==> src/rtl/serial_subtractor_if.sv <==
// Start/ready/done request bus for the bit-serial subtractor.
interface serial_subtractor_if #(
  parameter int W = 8
);
  logic         start;
  logic [W-1:0] a;
  logic [W-1:0] b;
  logic         ready;
  logic         done;
  logic [W-1:0] diff;
  logic         borrow_out;
  logic         overflow;

  modport master (
    output start, a, b,
    input  ready, done, diff, borrow_out, overflow
  );

  modport slave (
    input  start, a, b,
    output ready, done, diff, borrow_out, overflow
  );
endinterface

==> src/rtl/serial_subtractor.sv <==
// Bit-serial LSB-first a - b using one full-subtractor cell; done pulses W+1 cycles after accept.
// start is ignored while ready is low (not queued); results hold until the completing edge.
module serial_subtractor #(
  parameter int W = 8
) (
  input  logic                clk,
  input  logic                rst_n,
  serial_subtractor_if.slave  bus
);
  localparam int CW = $clog2(W) + 1;

  typedef enum logic [1:0] {IDLE, SHIFT, DONE} state_t;

  state_t         state;
  state_t         state_nx;
  logic [W-1:0]   a_sh;
  logic [W-1:0]   b_sh;
  logic [W-1:0]   p_sh;
  logic [W-1:0]   diff_q;
  logic [CW-1:0]  cnt;
  logic           bor;
  logic           a_msb;
  logic           b_msb;
  logic           borrow_q;
  logic           ovf_q;
  logic           done_q;
  logic           ready_q;

  logic           x;
  logic           y;
  logic           d;
  logic           bor_nx;
  logic           last;

  assign x      = a_sh[0];
  assign y      = b_sh[0];
  assign d      = x ^ y ^ bor;
  assign bor_nx = (~x & y) | (~x & bor) | (y & bor);
  assign last   = (cnt == CW'(W - 1));

  always_comb begin
    state_nx = state;
    case (state)
      IDLE:    if (bus.start) state_nx = SHIFT;
      SHIFT:   if (last) state_nx = DONE;
      DONE:    state_nx = IDLE;
      default: state_nx = IDLE;
    endcase
  end

  always_ff @(posedge clk or negedge rst_n) begin
    if (!rst_n) state <= IDLE;
    else        state <= state_nx;
  end

  // ready/done are registered off the next state so they line up with it.
  always_ff @(posedge clk or negedge rst_n) begin
    if (!rst_n) begin
      a_sh     <= '0;
      b_sh     <= '0;
      p_sh     <= '0;
      diff_q   <= '0;
      cnt      <= '0;
      bor      <= 1'b0;
      a_msb    <= 1'b0;
      b_msb    <= 1'b0;
      borrow_q <= 1'b0;
      ovf_q    <= 1'b0;
      done_q   <= 1'b0;
      ready_q  <= 1'b1;
    end else begin
      done_q  <= (state_nx == DONE);
      ready_q <= (state_nx == IDLE);
      case (state)
        IDLE: begin
          if (bus.start) begin
            a_sh  <= bus.a;
            b_sh  <= bus.b;
            bor   <= 1'b0;
            cnt   <= '0;
            a_msb <= bus.a[W-1];
            b_msb <= bus.b[W-1];
          end
        end
        SHIFT: begin
          a_sh <= {1'b0, a_sh[W-1:1]};
          b_sh <= {1'b0, b_sh[W-1:1]};
          p_sh <= {d, p_sh[W-1:1]};
          bor  <= bor_nx;
          cnt  <= cnt + CW'(1);
          if (last) begin
            diff_q   <= {d, p_sh[W-1:1]};
            borrow_q <= bor_nx;
            ovf_q    <= (a_msb != b_msb) & (d != a_msb);
          end
        end
        default: ;
      endcase
    end
  end

  assign bus.ready      = ready_q;
  assign bus.done       = done_q;
  assign bus.diff       = diff_q;
  assign bus.borrow_out = borrow_q;
  assign bus.overflow   = ovf_q;
endmodule

==> src/flat_wrapper.sv <==
// flat-port wrapper written by rule: the top's interface ports become plain ports
module serial_subtractor_flat 
#(
  parameter int W = 8
)
  (clk, rst_n, bus_start, bus_a, bus_b, bus_ready, bus_done, bus_diff, bus_borrow_out, bus_overflow);
  serial_subtractor_if #(.W(W)) bus_i ();
  input  logic clk;
  input  logic rst_n;
  input wire logic [$bits(bus_i.start)-1:0] bus_start;
  input wire logic [$bits(bus_i.a)-1:0] bus_a;
  input wire logic [$bits(bus_i.b)-1:0] bus_b;
  output wire logic [$bits(bus_i.ready)-1:0] bus_ready;
  output wire logic [$bits(bus_i.done)-1:0] bus_done;
  output wire logic [$bits(bus_i.diff)-1:0] bus_diff;
  output wire logic [$bits(bus_i.borrow_out)-1:0] bus_borrow_out;
  output wire logic [$bits(bus_i.overflow)-1:0] bus_overflow;
  assign bus_i.start = bus_start;
  assign bus_i.a = bus_a;
  assign bus_i.b = bus_b;
  assign bus_ready = bus_i.ready;
  assign bus_done = bus_i.done;
  assign bus_diff = bus_i.diff;
  assign bus_borrow_out = bus_i.borrow_out;
  assign bus_overflow = bus_i.overflow;
  serial_subtractor #(.W(W)) u_core (.clk(clk), .rst_n(rst_n), .bus(bus_i));
endmodule
==> config.mk <==
export PLATFORM = sky130hd
export DESIGN_NAME = serial_subtractor_flat
export DESIGN_NICKNAME = d
export VERILOG_FILES = /design/src/rtl/serial_subtractor_if.sv /design/src/rtl/serial_subtractor.sv /design/src/flat_wrapper.sv
export SDC_FILE = /design/constraint.sdc
export NUM_CORES = 1
export LEC_CHECK = 0
export BUFFER_PORTS_ARGS = -buffer_cell sky130_fd_sc_hd__buf_2
export CORE_ASPECT_RATIO = 0.9
export CORE_UTILIZATION = 45
export DETAILED_ROUTE_END_ITERATION = 7
export PLACE_DENSITY = 0.66
export SKIP_LAST_GASP = 1
export SLEW_MARGIN = 5
export SYNTH_ARGS = -nofsm -noshare
export SYNTH_HDL_FRONTEND = slang
export SYNTH_SLANG_ARGS = --single-unit
==> constraint.sdc <==
create_clock -name clk -period 3.85 [get_ports clk]
set_clock_uncertainty 0.15 [all_clocks]
set_input_delay 0.77 -clock clk [delete_from_list [all_inputs] [get_ports clk]]
set_output_delay 0.77 -clock clk [all_outputs]
set_load 0.03 [all_outputs]
==> key figures <==
Status
  – Outcome: complete, no violations

Global route
  – First-pass GRT wire length: approximately 6300 microns
  – Gr usage total: 18.3%
  – Vias in the first global route: 1378
  – Largest net degree at the start of global routing: 45
  – Initial antenna violation count: 0
  – Total gr overflow: 0

Synthesis
  – Simple-Gate Fraction of Synth Area: 14.9%
  – Post-synth top cells: 43 x dfrtp_1, 29 x nand2_1, 17 x o21ai_1
  – Cell with the most instances after synthesis: dfrtp_1
  – Top FF cell, synth: dfrtp_1
  – Yosys top cell by area: dfrtp_1
  – Fraction of registers with async set/reset: 100%
  – Yosys cell types: 31
  – Synth Area in XOR/XNOR: 0%
  – Post-synthesis adder-cell area fraction: 1.67%
  – Synthesized area per cell: 10.7 sq um
  – Syn_nets: 204
  – Share of the synthesized area in the top cell type: 55.1%
  – Top post-synthesis cells by area: dfrtp_1 55%, mux2_1 5.8%, nand2_1 5.6%, a22oi_1 5.4%, nor2b_1 4.5%
  – Sequential-to-total area share from yosys stat: between 50% and 60%
  – Yosys warnings: 0
  – Compound-cell area share of the yosys netlist: ~16%
  – Main combinational cell family by area after synthesis: compound AO/OA/AOI/OAI gates
  – Post-Synthesis Cell Area: 0.00195 sq mm
  – Multiplexer share of the synthesized area: under 10%
  – EDFF count, synth: 0
  – Syn Inst Count: 183
  – Yosys reg bits: 44

Cells and area
  – Reg area: around 0.0011 sq mm
  – Fill cell total of the finished layout: about 370
  – Number of inserted diodes: 0
  – Area grow syn2layout: 13.1%
  – Multi-input gate area: between 700 and 800 sq um
  – Nets@finish: 230
  – Fraction of layout cells with a size suffix above 1: 20.0%
  – Finished Cell Area: 0.00221 sq mm
  – Non-Filler Instances: 258

Clock tree
  – CTS root buf: clkbuf_8
  – TritonCTS Buffers: 5
  – Clk buf depth: 2
  – Hold-fix buffers, CTS: 0
  – CTS clk-pin slew, worst paths: 0.08 ns
  – Worst skew pair latency: 0.30 ns
  – Post-CTS Setup Inserts: 0
  – Clock sink count: 44
  – H-tree depth: 2
  – CTS tree: yes
  – Post-cts resize count: 0

Critical path
  – Worst EP arrival: around 2.7 ns
  – Cell Chain, Critical Path: nand2b_1, nor3_2, mux2_1
  – CP Data Required Time: 3.88 ns
  – Worst-path fanout max: 23
  – FF-to-FF Start: u_core.state[0]
  – Setup crit start: u_core.state[0]
  – Crit path kind: reg -> reg
  – Slowest cell on crit path: dfrtp_1
  – Worst R2R Path Depth: 3
  – Crit. End Element: register
  – Crit path largest cell delay: between 0.8 and 0.9 ns
  – Crit start category: register

Die
  – Die Height: 64.5 microns
  – Die width: 71.4 microns
  – CORE AREA: 0.00413 sq mm
  – # IOs: 31
  – Die area: 0.00461 sq mm
  – Initial Utilization: 47.3%
  – Cell Rows: 22

Routing
  – Total wire length: 3710 microns
  – Iteration-0 DRC Markers: 118
  – Wire per inst: 14.4 microns
  – 1st-pass router iterations: 4
  – Final ANT Viol Nets: 0
  – Vias per cell: 5.39
  – Via count: ~1400
  – # DRC: 0

Placement
  – Placed inst area: 0.00210 sq mm
  – IO buf count: 30
  – Final HPWL from detailed placement: 2400 microns
  – GP Congestion: between 0.7 and 0.8
  – Placed insts: 250

Timing
  – Final Max Slew Viols: 0
  – Endpoints failing setup: 0
  – WHS: 0.337 ns
  – Final hold violations: 0
  – Min Clock Period, post-route: about 2.7 ns
  – Rel. slew slack: 28.0%
  – Final period util: 69.6%
  – Worst Tran Pin Value: 1.08 ns
  – Fmax: ~0.37 GHz
  – RSZ-0062 raised after global routing: false
  – Setup_tns: 0 ns

Min path
  – Min-Delay Path Class: reg -> reg
  – Hold Crit Depth: 1
  – Hold path startpoint: u_core.bus.diff[3]

Power
  – Clk pwr share: 20.2%
  – Net Sw Frac: ~38%
  – P_leak: between 1 and 1.5 nW
  – Overall power: about 1.7 mW
  – VDD IR max: 351 uV
  – Internal Power: 1.06 mW
  – Logic gate share of total power: 33.8%
  – Psw: 641 uW
  – Seq pwr share: between 40% and 50%
  – Power per Cell Area: 770 mW/mm^2

Run
  – Max-cap violations: 0
[state kept, by name, summed over array words and instances (netlist names)]
register and cells:
u_core.state 2, u_core.bus.overflow 1, u_core.a_sh 8, u_core.p_sh 7
u_core.bor 1, u_core.bus.borrow_out 1, u_core.bus.diff 8, u_core.bus.ready 1
u_core.a_msb 1, u_core.b_msb 1, u_core.cnt 4, u_core.bus.done 1
u_core.b_sh 8
[layout make-up]
cell class / count / share of cell area [%]
Sequential cell: 44 / 49.9
Tap cell: 48 / 2.72
Timing Repair Buffer: 30 / 6.80
Clock buffer: 6 / 3.28
Inverter: 3 / 0.510
Multi-Input combinational cell: 125 / 35.2
Clock inverter: 2 / 1.59
[cells by family after synthesis]
logic type | count (synthesis)
AND/OR/NAND/NOR | 57
AO/OA/AOI/OAI | 54
flip-flops | 44
buffers and inverters | 14
multiplexers | 12
adder cells (fa/ha/maj) | 2
[critical path, delay by kind of cell, from the launching register on]
kind / cells / cell delay (ns)
simple gates: 2 / 1.20
mux: 1 / 0.38
flops: 1 / 0.83
[worst paths after layout]
path	end	slack, ns
setup / recovery	u_core.bus.diff[5]	1.17
hold / removal	u_core.bus.diff[3]	0.34
setup reg to reg	u_core.bus.diff[5]	1.17
hold reg to reg	u_core.bus.diff[3]	0.34
max in group asynchronous	u_core.b_sh[1]	2.49
min in group asynchronous	u_core.bus.diff[2]	0.46
[through the flow]
stage / setup WS, ns / utilization (%)
floorplan: 2.23 / -
global placement: 1.31 / 50.9
detailed placement: 1.21 / 50.9
CTS: 1.18 / 53.5
global route: 0.985 / 53.5
finish: 1.17 / 53.5
[metal layers]
layer | vias up | part of all wire [%] | GRT usage, %
met5 | - | 0 | 0
met4 | 0 | 2.0 | 9.00
met3 | 8 | 3.2 | 3.73
met2 | 22 | 45 | 28.3
met1 | 671 | 49 | 24.5
li1 | 689 | - | -
[power by group through the flow]
stage	sequential [mW]	clock, mW	combinational (mW)
2_1_floorplan	0.849	0	0.361
6_report	0.783	0.344	0.575
3_5_place_dp	0.791	0	0.579
5_1_grt	0.810	0.376	0.638
3_3_place_gp	0.783	0	0.555
4_1_cts	0.782	0.354	0.583
[cells in the final DEF, fill, tap and decap left out, types with 2 or more instances in the layout]
cell type / synthesis / layout
a22oi_1: 14 / 14
clkbuf_8: 0 / 5
nor2b_1: 14 / 14
and2b_1: 3 / 3
o21ai_0: 3 / 3
inv_1: 3 / 3
buf_2: 7 / 30
a21oi_1: 16 / 16
o21ai_1: 17 / 17
nand2_1: 29 / 29
nand2b_1: 2 / 2
mux2_1: 10 / 10
nand3_1: 3 / 3
dfrtp_1: 43 / 43
No activity file was read; power rests on OpenSTA's default activity.
